--- src/rtl/rf_sequencer.sv ---
// Micro-sequencer driving a 4-entry register file: accepts one instruction per
// handshake, reads operands, executes MOV/ADD/SUB/LDI and writes the result back.
module rf_sequencer #(
    parameter int DW     = 4,
    parameter int SETTLE = 0
) (
    input  logic          clk,
    input  logic          rst_n,
    input  logic          instr_valid,
    input  logic [7:0]    INSTR,
    output logic          instr_ready,
    output logic [1:0]    SEL_A,
    output logic [1:0]    SEL_B,
    input  logic [DW-1:0] RD_A,
    input  logic [DW-1:0] RD_B,
    output logic [1:0]    SEL_W,
    output logic          write_en,
    output logic [DW-1:0] DATA_W,
    output logic          done,
    output logic          C_FLAG,
    output logic          Z_FLAG
);

    typedef enum logic [1:0] {IDLE, READ, EXEC, WRITE} state_t;

    localparam logic [1:0] READ_LAST = 2'(SETTLE);
    localparam logic [1:0] OP_LDI    = 2'b11;

    state_t        state;
    state_t        next_state;
    logic [7:0]    instr_q;
    logic [DW-1:0] opa;
    logic [DW-1:0] opb;
    logic [1:0]    cnt;
    logic          read_last;
    logic [DW:0]   alu_out;

    // Returns {carry, result}; MOV and LDI pass the old carry through.
    function automatic logic [DW:0] alu(input logic [1:0] op,
                                        input logic [DW-1:0] a,
                                        input logic [DW-1:0] b,
                                        input logic [DW-1:0] imm,
                                        input logic c_in);
        logic [DW:0] r;
        case (op)
            2'b00:   r = {c_in, b};
            2'b01:   r = {1'b0, a} + {1'b0, b};
            2'b10:   r = {1'b0, a} - {1'b0, b};
            default: r = {c_in, imm};
        endcase
        return r;
    endfunction

    always_ff @(posedge clk or negedge rst_n) begin
        if (!rst_n) state <= IDLE;
        else        state <= next_state;
    end

    always_comb begin
        next_state = state;
        case (state)
            IDLE:    if (instr_valid) next_state = (INSTR[7:6] == OP_LDI) ? EXEC : READ;
            READ:    if (read_last) next_state = EXEC;
            EXEC:    next_state = WRITE;
            default: next_state = IDLE;
        endcase
    end

    always_comb begin
        instr_ready = (state == IDLE);
        read_last   = (cnt == READ_LAST);
        alu_out     = alu(instr_q[7:6], opa, opb, DW'(instr_q[3:0]), C_FLAG);
    end

    always_ff @(posedge clk or negedge rst_n) begin
        if (!rst_n) begin
            instr_q  <= '0;
            opa      <= '0;
            opb      <= '0;
            cnt      <= '0;
            SEL_A    <= '0;
            SEL_B    <= '0;
            SEL_W    <= '0;
            DATA_W   <= '0;
            write_en <= 1'b0;
            done     <= 1'b0;
            C_FLAG   <= 1'b0;
            Z_FLAG   <= 1'b0;
        end else begin
            write_en <= 1'b0;
            done     <= 1'b0;
            case (state)
                IDLE: begin
                    if (instr_valid) begin
                        instr_q <= INSTR;
                        SEL_A   <= INSTR[5:4];
                        SEL_B   <= INSTR[3:2];
                        cnt     <= '0;
                    end
                end
                READ: begin
                    if (read_last) begin
                        opa <= RD_A;
                        opb <= RD_B;
                    end else begin
                        cnt <= cnt + 2'd1;
                    end
                end
                EXEC: begin
                    // Registered here so the write port is stable for the whole WRITE cycle.
                    DATA_W   <= alu_out[DW-1:0];
                    C_FLAG   <= alu_out[DW];
                    Z_FLAG   <= (alu_out[DW-1:0] == '0);
                    SEL_W    <= instr_q[5:4];
                    write_en <= 1'b1;
                    done     <= 1'b1;
                end
                default: ;
            endcase
        end
    end

endmodule

--- config.mk ---
export PLATFORM = sky130hd
export DESIGN_NAME = rf_sequencer
export DESIGN_NICKNAME = d
export VERILOG_FILES = /design/src/rtl/rf_sequencer.sv
export SDC_FILE = /design/constraint.sdc
export NUM_CORES = 1
export LEC_CHECK = 0
export ABC_CLOCK_PERIOD_IN_PS = 2800
export BUFFER_PORTS_ARGS = -buffer_cell sky130_fd_sc_hd__buf_2
export CORE_MARGIN = 5
export CORE_UTILIZATION = 54
export CTS_CLUSTER_DIAMETER = 150
export DETAILED_ROUTE_END_ITERATION = 6
export PLACE_DENSITY = 0.79
export SYNTH_ARGS = -nofsm -noshare
export SYNTH_HDL_FRONTEND = slang
export SYNTH_SLANG_ARGS = --single-unit
--- constraint.sdc ---
create_clock -name clk -period 2.8 [get_ports clk]
set_input_delay 0.42 -clock clk [delete_from_list [all_inputs] [get_ports clk]]
set_output_delay 0.42 -clock clk [all_outputs]
set_load 0.02 [all_outputs]
==> results summary, run 1 <==
The share of synthesized area in the top cell type comes to 0.4524. The H-tree level count is 2. The total setup violations reported at the end of the flow is 0. The wire length per cell is 14.04 um.

The number of global-route vias before repair is 1081. The repair_antennas step left the layout with diodes totalling 0. The count of max-cap constraint violations is 0.

The number of antenna violations at the first check in global routing is 0. Relative to the synthesized area, the layout overhead comes to 12.64%. The leakage dissipation is 0.9109 nW. The share of flip-flops with an asynchronous set or reset after synthesis came out at 1.000. Yosys instantiated no cell more often than dfrtp_1. In this design, the critical path's most frequently occurring cell is ha_1.

For this configuration, the core starts out at a cell density of 0.5718. The clock latency on the worst-skew pair is 0.32 ns. The number of pins exceeding their max-slew limit in the final report came out at 0.

The CTS tree is built. The warning count from the yosys run came out at 0. The overall routing resource usage is 0.1538. The register bit count reported by yosys came out at 29. After clock tree synthesis, the repair step resized 0 gates. Wire segments on met2 add up to 1.405 mm in the final route.

The min-delay analysis places its worst path in the category in -> async. The top flip-flop cell by instance count after synthesis is dfrtp_1. The synthesized design spends more area on one cell type than any other, namely dfrtp_1.

The cell count after placement is 197. Signal routing reaches up to met4. The number of instances in the synthesized netlist is 140. The number of nets in the layout is 206. The flow ran to the end, and the final reports show no timing, DRC or antenna violations. Synthesis produced a netlist with a net count of 173. The die boundary width is 64.50 um. The count of filler cells inserted in the layout came out at 224. Data on the critical path is required at its endpoint by 3.01 ns. The commonest cells after synthesis are dfrtp_1 (29), mux2_2 (23), ha_1 (13), inv_1 (13), nand2_1 (11). STA classifies the critical path endpoint as a flop. The category of the worst setup path launch point is a flop. IR analysis of the VDD net gives a maximum drop of 0.0006480 V.

The cell area that synthesis handed to floorplanning was 0.001604 sq mm. The number of nets with antenna violations after detailed routing came out at 0. Dividing total power by cell area gives a power density of 1386 mW/mm^2. The worst path meets setup with 0.4664 ns of slack. The critical path in this run is classified as reg -> reg. The number of buffers on the longest clock path is 2. The distinct cell type count after synthesis is 32. The global-route wire length before repair came out at 4.857 mm.

The worst-path cell with the longest stage delay is dfrtp_1. The number of DRC markers in iteration 0 came out at 33. The quantity of I/O buffers inserted on ports came out at 33. The congestion estimate from routability-driven global placement came to 0.8587. In this run, synthesis inferred 0 flip-flops with an integrated enable. From bottom edge to top edge, the die measures 64.50 um. The total negative setup slack came out at 0 ns. The clock sink count is 29. The maximum fanout along the worst path is 4. The critical path goes through inv_1 -> ha_1 -> nor2_1 -> xnor2_1 -> ha_1 -> and3b_1 -> o21ai_1 -> or3b_1 -> mux2_2.

After clock tree synthesis, the setup repair step added 0 buffers. The vias after detailed routing is 1089. The proportion of layout cells with a drive suffix above 1 came out at 0.3757. The post-place setup slack came out at 0.4841 ns. The number of buffers inserted during clock tree synthesis came out at 5. The number of search-and-repair iterations in the first detailed-routing pass is 4.

The area enclosed by the die boundary is 0.004160 sq mm. Counting I/O delays and the setup requirement, the final critical path takes 2.334 ns. The worst endpoint data arrival time is 2.55 ns. The part of the Yosys area used for sequential elements came out at 0.4524. The root buffer cell chosen for the clock tree is clkbuf_4. The total overflow left after global routing is 0. Setup repair after global routing left no endpoint under its margin. For this block, the routed nets add up to 2.864 mm of wire. The measured slew at the worst slew-check pin came out at 0.6347 ns.

The via count normalized by instance count came out at 5.338. Entering global routing, the biggest net connects 30 pins. The core utilization of the finished layout is 0.6441.

The worst hold slack is 0.1088 ns. On the worst path, the slowest cell contributes a delay of 0.38 ns. The area inside the core boundary came out at 0.002805 sq mm.

The worst slew slack as a fraction of its limit is 0.5768. In the routed design, unresolved DRC markers number 0. The site row count is 19. The post-route non-filler standard cell count is 204. The final critical-path share of the clock period came out at 0.8334.

The count of buffering cells on the critical path with inverters included is 1. The sum of met3 wire segment lengths after detailed routing is 182 um. The final number of hold-violating endpoints came out at 0. After clock tree synthesis, the clock-pin slew on the worst setup and hold paths is 0.09 ns.

After synthesis, the mean cell area works out to 11.46 sq um. The routed metal-1 wirelength is 1.229 mm. The placed wire-length estimate came out at 2.242 mm.

The kind of cell with the highest combined delay along the critical path is simple AND/OR/NAND/NOR gates. The final setup skew is 0.004810 ns. The number of placed I/O pins came out at 34. For this design, the CTS-stage hold fixing added 0 buffers. By area the synthesized netlist is led by dfrtp_1 (45%), mux2_2 (16%), ha_1 (10%), inv_1 (3.0%), buf_4 (2.8%). The fmax came out at 428.5 MHz.
==> layout make-up <==
| class | count | area (sq um) | area share |
|---|---|---|---|
| well taps | 31 | 38.79 | 0.02147 |
| repair buffers | 33 | 165.2 | 0.09141 |
| inverters | 13 | 48.80 | 0.02701 |
| clock buffers | 7 | 55.05 | 0.03047 |
| multi-input cells | 91 | 773.2 | 0.4280 |
| flip-flops and latches | 29 | 725.7 | 0.4017 |
==> cells in the final DEF (no fill, tap or decap), types with 2 or more instances in the layout <==
master,synthesis,final
buf_2,0,33
dfrtp_1,29,29
mux2_2,23,23
inv_1,13,13
ha_1,13,13
nand2_1,11,11
nor2_1,7,7
a21oi_1,5,5
clkbuf_4,0,5
o21ai_0,4,4
xnor2_1,3,3
a22o_1,3,3
a22oi_1,2,2
a31oi_1,2,2
==> cells by family (layout without fill, tap and decap cells) <==
logic type / Yosys count / after routing / share of synthesized area
compound gates: 24 / 24 / 0.1045
xor+xnor: 4 / 4 / 0.02184
fa+ha+maj: 14 / 14 / 0.1139
buf+inv: 20 / 53 / 0.06552
flops: 29 / 29 / 0.4524
mux: 24 / 24 / 0.1677
simple gates: 25 / 25 / 0.07411
==> through the flow <==
stage | instance area, sq um | power [mW]
4_1_cts | 1807 | 2.529
3_5_place_dp | 1752 | 2.269
2_1_floorplan | 1604 | 1.975
3_3_place_gp | 1752 | 2.205
6_report | 1807 | 2.503
5_1_grt | 1807 | 2.747
==> worst paths after layout <==
check                                              to  slack [ns]  cells after the start                   start
worst max register to register  DATA_W[3]$_DFFE_PN0P_        0.47                      9  instr_q[6]$_DFFE_PN0P_
max in group asynchronous          opb[3]$_DFFE_PN0P_        2.28                      1                   rst_n
min in group clk                   opa[0]$_DFFE_PN0P_        0.32                      2                 RD_A[0]
worst max-delay path            DATA_W[3]$_DFFE_PN0P_        0.47                      9  instr_q[6]$_DFFE_PN0P_
worst min-delay path            DATA_W[1]$_DFFE_PN0P_        0.11                      1                   rst_n
worst min register to register     C_FLAG$_DFFE_PN0P_        0.48                      2      C_FLAG$_DFFE_PN0P_
==> power breakdown <==
group          leakage [nW]  internal, mW  switching [mW]
registers             0.352         0.619           0.144
logic                 0.528         0.697           0.790
clock network        0.0314         0.118           0.135
==> flip-flops by register name, summed over array words and instances (netlist names) <==
signal and count:
C_FLAG 1, DATA_W 4, SEL_A 1, SEL_B 1, SEL_W 2, Z_FLAG 1
cnt 2, done 1, instr_q 6, opa 4, opb 4, state 2
==> metal layers <==
| metal | vias up | track usage |
|---|---|---|
| met4 | 0 | 0.06332 |
| met5 | - | 0 |
| met2 | 27 | 0.2526 |
| met1 | 511 | 0.1770 |
| met3 | 4 | 0.06563 |
| li1 | 547 | - |
Power figures use the tool's default switching activity.
==> run 2, diff against run 1 <==
- ABC_CLOCK_PERIOD_IN_PS: 2800 -> 2050
- CORE_UTILIZATION: 54 -> 48
- PLACE_DENSITY: 0.79 -> 0.74
- clock period: 2.8 -> 2.05 ns (I/O delays scaled with it)
==> results summary, run 2 (synthesis results as in run 1) <==
The worst path setup slack after routing is -0.1691 ns (was 0.4664 ns). The CTS clock-pin slew for the worst setup and hold paths came out at 0.09 ns (about the same). The clock sink count is 29 (unchanged).

The maximum fanout along the worst path came out at 4 (unchanged). The number of DRC markers in iteration 0 is 50 (was 33). The area enclosed by the die boundary is 0.004598 sq mm (was 0.004160 sq mm). The total non-filler cell area in the finished layout is 0.002049 sq mm (was 0.001807 sq mm). The final number of hold-violating endpoints is 12 (was 0). Leading cell types in the layout, fill and taps excluded: buf_2 (33), dfrtp_1 (29), mux2_2 (21) (was buf_2 (33), dfrtp_1 (29), mux2_2 (23)). The top register by number of flip-flops was instr_q (unchanged).

The buffer type at the clock tree root was clkbuf_4 (unchanged). The area overhead of the layout relative to synthesis is 27.77% (was 12.64%). The largest stage delay on the critical path came out at 0.40 ns (was 0.38 ns). The CTS tree is built (unchanged).

The commonest non-fill, non-tap cell in the layout was buf_2 (unchanged). The pin count of the biggest net entering global routing came out at 30 (unchanged). The number of buffers on the longest clock path came out at 2 (unchanged). The worst hold slack was -0.009557 ns (was 0.1088 ns). The floorplan die height is 67.81 um (was 64.50 um). The placed wire-length estimate is 2.373 mm (was 2.242 mm). The quantity of I/O buffers inserted on ports came out at 33 (unchanged). The area of placed instances came out at 0.001844 sq mm (was 0.001752 sq mm). The number of nets in the layout came out at 219 (was 206).

The number of nets with antenna violations after detailed routing came out at 0 (unchanged). The number of flip-flops in the largest register is 6 (unchanged). Sequence of cells on the critical path: inv_2 -> ha_4 -> nor2_4 -> xnor2_2 -> ha_4 -> and3b_1 -> o21ai_1 -> or3b_4 -> mux2_4 (was inv_1 -> ha_1 -> nor2_1 -> xnor2_1 -> ha_1 -> and3b_1 -> o21ai_1 -> or3b_1 -> mux2_2). The vias after detailed routing came to 1182 (was 1089).

The worst endpoint data arrival time was 2.43 ns (was 2.55 ns). The checks that failed: hold timing, setup timing. The proportion of layout cells with a drive suffix above 1 is 0.5187 (was 0.3757). The final routed wirelength across all metal layers is 3.304 mm (was 2.864 mm). The via count normalized by instance count came to 5.073 (was 5.338).

The number of search-and-repair iterations in the first detailed-routing pass came out at 4 (unchanged). The worst slew slack as a fraction of its limit is 0.5860 (was 0.5768). The site row count is 21 (was 19).

Setup repair after global routing missed its margin: true (was false). The fmax came out at 450.6 MHz (was 428.5 MHz). The number of buffers inserted during clock tree synthesis came to 5 (unchanged). The final setup skew came out at 0.006261 ns (was 0.004810 ns). The total setup violations reported at the end of the flow came out at 5 (was 0). The worst-path cell with the longest stage delay is dfrtp_1 (unchanged). The final critical-path share of the clock period came out at 1.082 (was 0.8334).

The overall routing resource usage came to 0.1587 (was 0.1538). Run status: finished, violations left (was finished, final reports clean). The count of filler cells inserted in the layout came out at 263 (was 224). The start-to-end type of the worst setup path was reg -> reg (unchanged).

The category of the worst setup path capture point is a flop (unchanged). The number of hold-repair buffers added at the cts stage came out at 0 (unchanged). The placer's final routability congestion estimate came out at 0.8479 (was 0.8587). The category of the worst setup path launch point is a flop (unchanged).

The global-route wire length before repair came to 5.471 mm (was 4.857 mm). The total congestion overflow came out at 0 (unchanged). The wire length per cell came out at 14.18 um (was 14.04 um). The kind of cell adding the most delay to the critical path is simple AND/OR/NAND/NOR gates (unchanged). The number of placed I/O pins was 34 (unchanged). The required time reported for the critical path endpoint is 2.26 ns (was 3.01 ns). The number of pins exceeding their max-slew limit in the final report came out at 0 (unchanged). The minimum period implied by the final worst setup slack is 2.219 ns (was 2.334 ns).

The count of max-cap constraint violations came out at 0 (unchanged). The initial core utilization came out at 0.4884 (was 0.5718). The area used by sequential logic in the layout is 725.7 sq um (unchanged).

The measured slew at the worst slew-check pin came out at 0.6209 ns (was 0.6347 ns). The most common cell type on the critical path is ha_4 (was ha_1). The number of global-route vias before repair is 1208 (was 1081).

The clock latency on the worst-skew pair came out at 0.32 ns (about the same). The count of buffering cells on the critical path with inverters included is 1 (unchanged). The class of the tightest hold or removal check is in -> async (unchanged). The die boundary width is 67.81 um (was 64.50 um). The number of antenna violations at the first check in global routing was 0 (unchanged).

The area inside the core boundary is 0.003284 sq mm (was 0.002805 sq mm). The area occupied by multi-input gates is 884.6 sq um (was 773.2 sq um). The H-tree level count is 2 (unchanged). The remaining routing DRC violations is 0 (unchanged).

The setup slack on the worst flop-to-flop path came out at -0.17 ns (was 0.47 ns). The number of inserted diodes was 0 (unchanged).
-- run 2: cell types whose count changed in the layout (fill, tap and decap cells not counted), sizes merged --
cell and change:
buf +13, clkinv +1
-- run 2: layout make-up --
class,instances,area share
Timing Repair Buffer,46,0.1282
Tap cell,46,0.02808
Clock buffer,7,0.03175
Sequential cell,29,0.3541
Clock inverter,1,0.002442
Inverter,13,0.02381
Multi-Input combinational cell,91,0.4316
-- run 2: path summary, 6_finish.rpt --
check,from,end,depth (start not counted)
min,rst_n,opa[0]$_DFFE_PN0P_,1
max reg2reg,instr_q[6]$_DFFE_PN0P_,DATA_W[3]$_DFFE_PN0P_,9
max,instr_q[6]$_DFFE_PN0P_,DATA_W[3]$_DFFE_PN0P_,9
min in group clk,RD_B[0],opb[0]$_DFFE_PN0P_,2
max in group asynchronous,rst_n,instr_q[6]$_DFFE_PN0P_,1
min reg2reg,DATA_W[0]$_DFFE_PN0P_,DATA_W[0]$_DFFE_PN0P_,1
-- run 2: stage by stage --
stage	cells	util	setup TNS [ns]	setup WS, ns
after floorplan	140	-	-0.1652	-0.1336
after global placement	221	0.5615	-0.3277	-0.1526
after detailed placement	221	0.5615	-0.7569	-0.2732
after CTS	232	0.6118	-0.4202	-0.2251
after global routing	233	0.6240	-0.7231	-0.2302
final	233	0.6240	-0.3593	-0.1691
-- run 2: layer usage --
metal	track usage	routed length (um)	vias up
li1	-	-	575
met1	0.1954	1461	564
met2	0.2552	1595	35
met3	0.04992	180	8
met4	0.06700	65	0
met5	0	0	-
-- run 2: timing repair --
action | in CTS | in global routing
pin swaps | 15 | 3
resized for setup | 18 | 4
setup buffers | 3 | 1
endpoints found under the setup margin | 5 | 5
Power of run 2 is left out: the tool's default activity adds up to more than one toggle a clock period on the data nets, which glitch-free logic cannot reach.
